`src/rtl/axi_wr_req_buffer.sv`:
```
// Generic synchronous FIFO that exposes the head entry and the current occupancy.
// Latency: an entry written at edge k is readable at the head from edge k on (combinational head read).
// Backpressure: none internally; the caller must never push when full or pop when empty.
module axi_wr_req_fifo #(
    parameter int WIDTH = 8,
    parameter int DEPTH = 4
) (
    input  logic                     clk,
    input  logic                     reset_n,
    input  logic                     push,
    input  logic [WIDTH-1:0]         push_dat,
    input  logic                     pop,
    output logic [WIDTH-1:0]         head_dat,
    output logic [$clog2(DEPTH):0]   level
);
    localparam int PW = $clog2(DEPTH);

    logic [WIDTH-1:0] mem [DEPTH];
    logic [PW-1:0]    wr_ptr;
    logic [PW-1:0]    rd_ptr;

    assign head_dat = mem[rd_ptr];

    // Storage array; no reset needed because the pointers define what is valid.
    always_ff @(posedge clk) begin
        if (push) begin
            mem[wr_ptr] <= push_dat;
        end
    end

    // Pointers wrap naturally since DEPTH is a power of two; level tracks push/pop.
    always_ff @(posedge clk) begin
        if (!reset_n) begin
            wr_ptr <= '0;
            rd_ptr <= '0;
            level  <= '0;
        end else begin
            if (push) wr_ptr <= wr_ptr + 1'b1;
            if (pop)  rd_ptr <= rd_ptr + 1'b1;
            case ({push, pop})
                2'b10:   level <= level + 1'b1;
                2'b01:   level <= level - 1'b1;
                default: level <= level;
            endcase
        end
    end
endmodule

// Queues write requests and issues them one at a time on a single-valid AXI-like write port.
// Latency: request accepted into an empty queue at edge k drives axi_awvalid after edge k+2; 1 write per 2 cycles max.
// Backpressure: req_ready is registered and drops once the queue (including the in-flight entry) is full.
module axi_wr_req_buffer #(
    parameter int ADDR_WIDTH     = 16,
    parameter int DATA_WIDTH     = 32,
    parameter int FIFO_DEPTH     = 4,
    parameter int TIMEOUT_CYCLES = 255
) (
    input  logic                          clk_a,
    input  logic                          reset_n,
    input  logic                          req_valid,
    output logic                          req_ready,
    input  logic [ADDR_WIDTH-1:0]         req_addr,
    input  logic [DATA_WIDTH-1:0]         req_data,
    input  logic [DATA_WIDTH/8-1:0]       req_strb,
    output logic                          axi_awvalid,
    output logic [ADDR_WIDTH-1:0]         axi_awaddr,
    output logic [DATA_WIDTH-1:0]         axi_wdata,
    output logic [DATA_WIDTH/8-1:0]       axi_wstrb,
    input  logic                          axi_awready,
    input  logic                          axi_wready,
    output logic [$clog2(FIFO_DEPTH):0]   fifo_level,
    output logic                          busy,
    output logic                          wr_done,
    output logic                          err_timeout,
    output logic [15:0]                   done_count
);
    localparam int STRB_W = DATA_WIDTH / 8;
    localparam int LW     = $clog2(FIFO_DEPTH) + 1;
    localparam int TMR_W  = $clog2(TIMEOUT_CYCLES + 2);

    typedef struct packed {
        logic [ADDR_WIDTH-1:0] addr;
        logic [DATA_WIDTH-1:0] data;
        logic [STRB_W-1:0]     strb;
    } req_t;

    typedef enum logic {IDLE, ISSUE} state_t;

    state_t           state;
    req_t             push_req;
    req_t             head_req;
    logic             push;
    logic             pop;
    logic             complete;
    logic             timeout;
    logic             head_ok;
    logic             aw_done;
    logic             w_done;
    logic [TMR_W-1:0] timer;
    logic [LW-1:0]    level_d;
    logic [LW-1:0]    level_next;

    assign push_req = '{addr: req_addr, data: req_data, strb: req_strb};
    assign push     = req_valid && req_ready;
    assign complete = (state == ISSUE) && (aw_done || axi_awready) && (w_done || axi_wready);
    assign timeout  = (state == ISSUE) && !complete && (TIMEOUT_CYCLES != 0)
                      && (timer == TMR_W'(TIMEOUT_CYCLES - 1));
    assign pop      = complete || timeout;
    // The head is only issued once it has sat in the queue for a full cycle, which
    // gives the two-edge accept-to-issue latency for a request entering an empty queue.
    assign head_ok  = (fifo_level != '0) && (level_d != '0);
    assign busy     = (state != IDLE) || (fifo_level != '0);

    axi_wr_req_fifo #(
        .WIDTH (ADDR_WIDTH + DATA_WIDTH + STRB_W),
        .DEPTH (FIFO_DEPTH)
    ) u_fifo (
        .clk      (clk_a),
        .reset_n  (reset_n),
        .push     (push),
        .push_dat (push_req),
        .pop      (pop),
        .head_dat (head_req),
        .level    (fifo_level)
    );

    // Occupancy after this edge; ready is derived from it so pops never free a slot early.
    always_comb begin
        level_next = fifo_level;
        case ({push, pop})
            2'b10:   level_next = fifo_level + 1'b1;
            2'b01:   level_next = fifo_level - 1'b1;
            default: level_next = fifo_level;
        endcase
    end

    // Registered request-side ready and one-cycle-delayed occupancy.
    always_ff @(posedge clk_a) begin
        if (!reset_n) begin
            req_ready <= 1'b0;
            level_d   <= '0;
        end else begin
            req_ready <= (level_next < LW'(FIFO_DEPTH));
            level_d   <= fifo_level;
        end
    end

    // Issue FSM: load the head, hold it until both handshakes land or the timer expires.
    always_ff @(posedge clk_a) begin
        if (!reset_n) begin
            state       <= IDLE;
            axi_awvalid <= 1'b0;
            axi_awaddr  <= '0;
            axi_wdata   <= '0;
            axi_wstrb   <= '0;
            aw_done     <= 1'b0;
            w_done      <= 1'b0;
            timer       <= '0;
            wr_done     <= 1'b0;
            err_timeout <= 1'b0;
            done_count  <= '0;
        end else begin
            wr_done     <= 1'b0;
            err_timeout <= 1'b0;
            case (state)
                IDLE: begin
                    if (head_ok) begin
                        axi_awaddr  <= head_req.addr;
                        axi_wdata   <= head_req.data;
                        axi_wstrb   <= head_req.strb;
                        axi_awvalid <= 1'b1;
                        aw_done     <= 1'b0;
                        w_done      <= 1'b0;
                        timer       <= '0;
                        state       <= ISSUE;
                    end
                end
                ISSUE: begin
                    aw_done <= aw_done | axi_awready;
                    w_done  <= w_done | axi_wready;
                    timer   <= timer + 1'b1;
                    if (complete) begin
                        axi_awvalid <= 1'b0;
                        wr_done     <= 1'b1;
                        if (done_count != 16'hFFFF) begin
                            done_count <= done_count + 16'd1;
                        end
                        state <= IDLE;
                    end else if (timeout) begin
                        axi_awvalid <= 1'b0;
                        err_timeout <= 1'b1;
                        state       <= IDLE;
                    end
                end
                default: state <= IDLE;
            endcase
        end
    end
endmodule
```
`config.mk`:
```
export PLATFORM = sky130hd
export DESIGN_NAME = axi_wr_req_buffer
export DESIGN_NICKNAME = d
export VERILOG_FILES = /design/src/rtl/axi_wr_req_buffer.sv
export SDC_FILE = /design/constraint.sdc
export NUM_CORES = 1
export LEC_CHECK = 0
export CORE_UTILIZATION = 30
export CTS_CLUSTER_DIAMETER = 80
export CTS_CLUSTER_SIZE = 16
export DETAILED_ROUTE_END_ITERATION = 16
export PLACE_DENSITY = 0.54
export SETUP_SLACK_MARGIN = 0.4
export SYNTH_ARGS = -nofsm -noshare
export SYNTH_HDL_FRONTEND = slang
export SYNTH_SLANG_ARGS = --single-unit
```
`constraint.sdc`:
```
create_clock -name clk_a -period 3.3 [get_ports clk_a]
set_clock_uncertainty 0.05 [all_clocks]
set_input_delay 0.99 -clock clk_a [delete_from_list [all_inputs] [get_ports clk_a]]
set_output_delay 0.99 -clock clk_a [all_outputs]
set_load 0.03 [all_outputs]
```
==> run_results.csv, run 1 <==
group,metric,value,unit
detailed_routing,drt.antenna.violating_nets,0,
cts,numCtsBuffers,22,
hold_path,worstHoldEndpoint,"axi_wdata[19]",
floorplan,top_level_ports,133,
logic_synthesis,netlist.area_leader.share,0.559,
worst_setup_path,setup.worst_path.start_class,"flip-flop",
place,place.gp.congestion,0.754,
sta,tns,0,ns
sta,fin_crit,2.77,ns
global_route,grt_max_degree,55,
place,dp_hpwl,14600,um
final_layout,design_area,13800,um2
detailed_routing,vias,6345,
worst_setup_path,critPathTopFamily,"buffers and inverters",
logic_synthesis,avgSynthCellArea,15.6,um2
hold_path,timing.hold.worst.class,"reg2reg",
logic_synthesis,ys_top_cells_by_area,"edfxtp_1, dfxtp_1, mux4_2, nand2_1, a21oi_1",
sta,maxSlewHeadroom,0.398,
logic_synthesis,yosysTopAreaCell,"edfxtp_1",
logic_synthesis,synth_nets,782,
worst_setup_path,worstPathCellList,"clkdlybuf4s50_1",
sta,fmax,0.360,GHz
final_layout,area_growth,23.8,%
final_layout,drive_above_1_share,0.131,
worst_setup_path,crit_type,"reg2out",
logic_synthesis,ys.warnings.count,0,
place,port-buffer-count,132,
logic_synthesis,syn_inst,716,
logic_synthesis,ys_ff_latch,302,
worst_setup_path,arrival,1.73,ns
final_layout,antenna_cells,0,
worst_setup_path,path_depth,1,
global_route,antenna_found_initial,2,
power_and_ir_drop,p_leak,4.23,nW
floorplan,die_h,195,um
global_route,grt_overflow,0,
detailed_routing,drtPass1Iterations,4,
sta,post-route-period-util,0.841,
cts,cts_tree,"done",
detailed_routing,viasPerCell,4.75,
final_layout,multiInputGateArea,2900,um2
worst_setup_path,critPathBufInv,1,
cts,htreeDepth,1,
worst_setup_path,slowest_delay,0.73,ns
job,drv_cap,0,
detailed_routing,dr.first_iter.drc_count,261,
worst_setup_path,cp_slowest_cell,"clkdlybuf4s50_1",
power_and_ir_drop,vdd_drop_max,0.341,mV
floorplan,core,36600,um2
outcome,outcome,"finished clean",
hold_path,worstHoldStart,"axi_wdata[19]",
global_route,grt_pass1_vias,6472,
cts,clk_pin_slew_worst_paths,0.07,ns
worst_setup_path,worstReg2RegEnd,"req_ready",
floorplan,die_area,38000,um2
floorplan,rows,70,
logic_synthesis,ys_seq_area_frac,0.728,
cts,insertion_delay,0.52,ns
detailed_routing,drc_errors,0,
worst_setup_path,r2r_slack,1.00,ns
logic_synthesis,synth_edf_count,208,
logic_synthesis,synth_cell_type_count,45,
floorplan,die_width,195,um
place,postPlaceCellArea,13200,um2
worst_setup_path,reg2reg_depth,9,
final_layout,seq_area,8140,um2
sta,hold_viol_final,0,
final_layout,fillers,3509,
place,place_ws,0.0651,ns
worst_setup_path,worstPathRequired,2.26,ns
sta,worstMarginPinSlew,0.903,ns
sta,rsz0062_at_grt,"false",
detailed_routing,finalWirelength,24600,um
sta,finalSetupViolCount,0,
floorplan,start_util,0.305,
final_layout,final_nets,919,
worst_setup_path,crit_path_max_fanout,7,
global_route,grt_pass1_wl,38000,um
worst_setup_path,end_kind,"output pin",
detailed_routing,wl_per_cell,18.4,um
logic_synthesis,syn_area,11200,um2
logic_synthesis,ys.flop_type,"edfxtp_1",
hold_path,hold_depth,2,
power_and_ir_drop,p_per_area,513,nW/um2
sta,maxSlewViolCount,0,
cts,postCtsSetupRepairBufs,0,
logic_synthesis,ys_async_sr_fraction,0,
global_route,grtUsageTotal,0.129,
worst_setup_path,r2r_start,"state",
sta,fin_ws,0.526,ns
cts,clk_path_buf_depth,3,
cts,cts-root-buf,"clkbuf_16",
cts,cts.sink_count,302,
-- final cells by class --
class / instances / area share
Sequential cell: 302 / 0.588
Multi-Input combinational cell: 370 / 0.210
Timing Repair Buffer: 151 / 0.111
Clock buffer: 40 / 0.0466
Tap cell: 468 / 0.0423
Inverter: 6 / 0.00172
-- layout by cell type, fill, tap and decap left out, types with 6 or more instances in the layout --
master           instances
edfxtp_1               208
clkdlybuf4s50_1        131
nand2_1                125
dfxtp_1                 92
a21oi_1                 68
mux4_2                  52
clkbuf_16               23
nor2_1                  18
clkbuf_1                15
buf_4                   13
nand4_1                  9
o31ai_1                  8
ha_1                     8
nand3_1                  7
or3_1                    7
nor3_1                   6
mux2i_1                  6
buf_12                   6
-- Yosys cell counts (7+ instances only) --
master / number
nand3_1: 7
edfxtp_1: 208
nor2_1: 18
nand4_1: 9
a21oi_1: 68
nand2_1: 125
dfxtp_1: 94
or3_1: 8
o31ai_1: 8
clkbuf_1: 31
ha_1: 8
mux4_2: 52
nor3_1: 8
-- sequential cells by signal (all words and copies together), names as in the netlist, 3 cells and up, named ones only --
name and count:
axi_wdata 32, level_d 3, u_fifo.mem 208, axi_wstrb 4
timer 9, axi_awaddr 16, done_count 16
-- metrics by stage --
step           std cells   util  total power [mW]  hold slack (ns)
2_1_floorplan        716      -              4.41            0.381
3_3_place_gp        1297  0.360              4.61            0.395
3_5_place_dp        1297  0.360              4.62            0.397
4_1_cts             1337  0.378              7.20            0.412
5_1_grt             1337  0.378              7.36            0.426
6_report            1337  0.378              7.09            0.406
-- cells by family (layout without fill, tap and decap cells) --
kind of cell	after synthesis	count (layout)	share of synthesized area
xor+xnor	6	6	0.00470
mux	58	58	0.110
buf+inv	44	197	0.0156
flops	302	302	0.728
compound gates	93	93	0.0477
simple gates	204	204	0.0835
fa+ha+maj	9	9	0.0108
-- per-layer routing --
layer  wire length [um]  vias up  share of wire  GRT usage
met5                 34        -         0.0014          0
met2              11900      113           0.48      0.219
met1              11100     3213           0.45      0.168
li1                   -     2983              -          -
met4                296        4          0.012     0.0227
met3               1240       32          0.050     0.0320
-- where the power goes --
group | total (mW) | internal (mW) | switching (mW)
Sequential | 4.15 | 4.12 | 0.0280
Clock | 2.57 | 1.32 | 1.25
Combinational | 0.370 | 0.166 | 0.204
Total | 7.09 | 5.61 | 1.49
-- worst max-delay path by stage --
stage                    startpoint             to  slack [ns]
floorplan               axi_awready      req_ready        0.45
global placement        axi_awready      req_ready         0.1
detailed placement      axi_awready      req_ready        0.07
CTS                 u_fifo.level[0]  fifo_level[0]        0.47
global route        u_fifo.level[0]  fifo_level[0]        0.44
finish                done_count[4]  done_count[4]        0.53
-- timing repair --
action,CTS,global route
hold buffers,0,0
setup endpoints to repair,1,0
gates resized for setup,2,0
-- tightest hold or removal path, cell delays in order (launching register included) --
cell,delay (ns)
dfxtp_1,0.31
nand2_1,0.05
a21oi_1,0.05
(Power assumes the default switching activity.)
==> run 2: changes to the inputs <==
==> constraint.sdc (replaced) <==
create_clock -name clk_a -period 2.9 [get_ports clk_a]
set_clock_uncertainty 0.05 [all_clocks]
set_input_delay 0.87 -clock clk_a [delete_from_list [all_inputs] [get_ports clk_a]]
set_output_delay 0.87 -clock clk_a [all_outputs]
set_load 0.03 [all_outputs]
==> run 2 against run 1 <==
  * Critical path depth stayed put
  * Clock power is 16% higher
  * Die area stayed put
  * Sequential share of layout area is 0.83 points lower
  * Global-route usage is 0.33 points higher
  * Wire length is 0.95% higher
  * Combinational power is 16% higher
  * Via count is 0.66% higher
  * Hold slack worse by 0.0015 ns
  * Utilization is 0.54 points higher
  * Largest cell class unchanged
==> run_results.csv, run 2 (synthesis results as in run 1) <==
group,metric,value,unit
detailed_routing,dr.first_iter.drc_count,243,
worst_setup_path,slowest_delay,0.67,ns
floorplan,die_area,38000,um2
cts,insertion_delay,0.52,ns
worst_setup_path,critPathTopFamily,"buffers and inverters",
sta,rsz0062_at_grt,"false",
detailed_routing,drt.antenna.violating_nets,0,
floorplan,top_level_ports,133,
detailed_routing,drtPass1Iterations,4,
hold_path,timing.hold.worst.class,"reg2reg",
place,dp_hpwl,15800,um
sta,worstMarginPinSlew,0.630,ns
floorplan,die_width,195,um
global_route,grt.busiest_layer,"met2",
power_and_ir_drop,p_comb_frac,0.052,
worst_setup_path,end_kind,"output pin",
place,place_inst,1307,
sta,fmax,0.408,GHz
power_and_ir_drop,internal_power,6.41,mW
global_route,grtUsageTotal,0.132,
global_route,grt_util_met2,0.214,
hold_path,worstHoldEndpoint,"axi_awaddr[14]",
final_layout,layout_commonest_cell,"edfxtp_1",
worst_setup_path,arrival,1.53,ns
global_route,grt_pass1_vias,6588,
global_route,use_met1,0.187,
worst_setup_path,r2r_slack,0.76,ns
power_and_ir_drop,vdd_drop_max,0.354,mV
global_route,antenna_found_initial,0,
cts,numCtsBuffers,23,
detailed_routing,finalWirelength,24800,um
power_and_ir_drop,p_switching,1.73,mW
global_route,grt_overflow,0,
floorplan,rows,70,
cts,clk_path_buf_depth,3,
final_layout,area_growth,25.5,%
final_layout,largest-register,"u_fifo.mem",
floorplan,start_util,0.305,
sta,post-route-period-util,0.846,
cts,htreeDepth,1,
outcome,outcome,"finished clean",
power_and_ir_drop,swShare,0.213,
final_layout,largest_reg_flops,208,
sta,hold_slack,0.404,ns
hold_path,worstHoldStart,"axi_awaddr[14]",
detailed_routing,wl_per_cell,18.4,um
final_layout,antenna_cells,0,
detailed_routing,drc_errors,0,
cts,cts-root-buf,"clkbuf_16",
final_layout,reg.largest.list,"u_fifo.mem: 208 flops, axi_wdata: 32 flops",
worst_setup_path,crit_path_max_fanout,2,
final_layout,layout_common_cells,"edfxtp_1, nand2_1, dfxtp_1",
cts,postCtsSetupRepairBufs,0,
worst_setup_path,worstReg2RegEnd,"req_ready",
global_route,grt_pass1_wl,38900,um
power_and_ir_drop,p_leak,4.82,nW
power_and_ir_drop,power,8.14,mW
place,place.gp.congestion,0.750,
cts,cts_tree,"done",
hold_path,hold_depth,2,
global_route,met3_usage,0.0219,
cts,cts.sink_count,302,
worst_setup_path,crit_type,"reg2out",
power_and_ir_drop,clockPowerShare,0.367,
global_route,grt_max_degree,53,
worst_setup_path,setup.worst_path.start_class,"flip-flop",
cts,ctsHoldBuffers,0,
power_and_ir_drop,p_per_area,581,nW/um2
worst_setup_path,worstPathCellList,"clkdlybuf4s50_1",
sta,fin_crit,2.45,ns
sta,finalSetupViolCount,0,
worst_setup_path,r2r_start,"timer[5]",
worst_setup_path,cp_slowest_cell,"clkdlybuf4s50_1",
sta,tns,0,ns
floorplan,die_h,195,um
job,drv_cap,0,
cts,clk_pin_slew_worst_paths,0.07,ns
detailed_routing,vias,6387,
final_layout,final_cells,1349,
place,port-buffer-count,132,
final_layout,final_nets,930,
detailed_routing,viasPerCell,4.73,
worst_setup_path,worstPathRequired,1.98,ns
sta,maxSlewHeadroom,0.576,
final_layout,drive_above_1_share,0.148,
sta,hold_viol_final,0,
worst_setup_path,critPathBufInv,1,
floorplan,core,36600,um2
sta,maxSlewViolCount,0,
power_and_ir_drop,seq_power_share,0.580,
final_layout,fillers,3467,
worst_setup_path,reg2reg_depth,8,
## run 2: cell types whose count changed in the layout (fill, tap and decap cells not counted), sizes merged
cell,change
clkdlybuf4s50,-53
dlymetal6s2s,+18
dlygate4sd2,+34
inv,+2
clkinv,+1
buf,+10
## run 2: area by class of cell
class	count	area [um2]	share of cell area
clock buffers	39	646	0.0460
clock inverters	3	26.3	0.00187
repair buffers	161	1690	0.120
inverters	6	23.8	0.00169
well taps	468	586	0.0417
multi-input cells	370	2920	0.208
flip-flops and latches	302	8140	0.580
## run 2: stage by stage
stage / instance area (um2) / util / worst slack, ns
floorplan: 11200 / - / 0.351
global placement: 13300 / 0.364 / -0.0980
detailed placement: 13300 / 0.364 / -0.0995
CTS: 14000 / 0.382 / 0.335
global route: 14000 / 0.383 / 0.401
finish: 14000 / 0.383 / 0.448
## run 2: worst register-to-register path, stage by stage (launching register included)
cell     delay [ns]
dfxtp_1        0.40
nand4_1        0.19
o41ai_2        0.47
ha_2           0.28
fa_1           0.18
xnor2_1        0.12
nor2_1         0.06
xnor2_1        0.13
and2_1         0.16
## run 2: what timing repair did
action | 4_1_cts | 5_1_grt
cloned | 0 | 0
resized for setup | 37 | 22
setup endpoints to repair | 36 | 21
## run 2: routing by layer
| layer | up-vias | part of all wire |
|---|---|---|
| li1 | 3022 | - |
| met1 | 3206 | 0.47 |
| met2 | 128 | 0.47 |
| met3 | 31 | 0.040 |
| met4 | 0 | 0.017 |
| met5 | - | 0 |
## run 2: power groups by stage
| stage | sequential, mW | combinational (mW) | clock (mW) |
|---|---|---|---|
| after CTS | 4.73 | 0.439 | 3.11 |
| after global routing | 4.74 | 0.466 | 3.25 |
| after floorplan | 4.85 | 0.162 | 0 |
| after detailed placement | 4.83 | 0.444 | 0 |
| final | 4.73 | 0.428 | 2.99 |
| after global placement | 4.82 | 0.439 | 0 |
## run 2: worst max path at each step
stage,start,endpoint,slack (ns),depth (start not counted)
6_report,axi_awaddr[0],axi_awaddr[0],0.45,1
5_1_grt,axi_awaddr[0],axi_awaddr[0],0.40,1
4_1_cts,u_fifo.level[1],busy,0.34,3
3_5_place_dp,axi_awready,req_ready,-0.1,9
3_3_place_gp,axi_wready,req_ready,-0.1,9
2_1_floorplan,axi_awready,req_ready,0.35,9
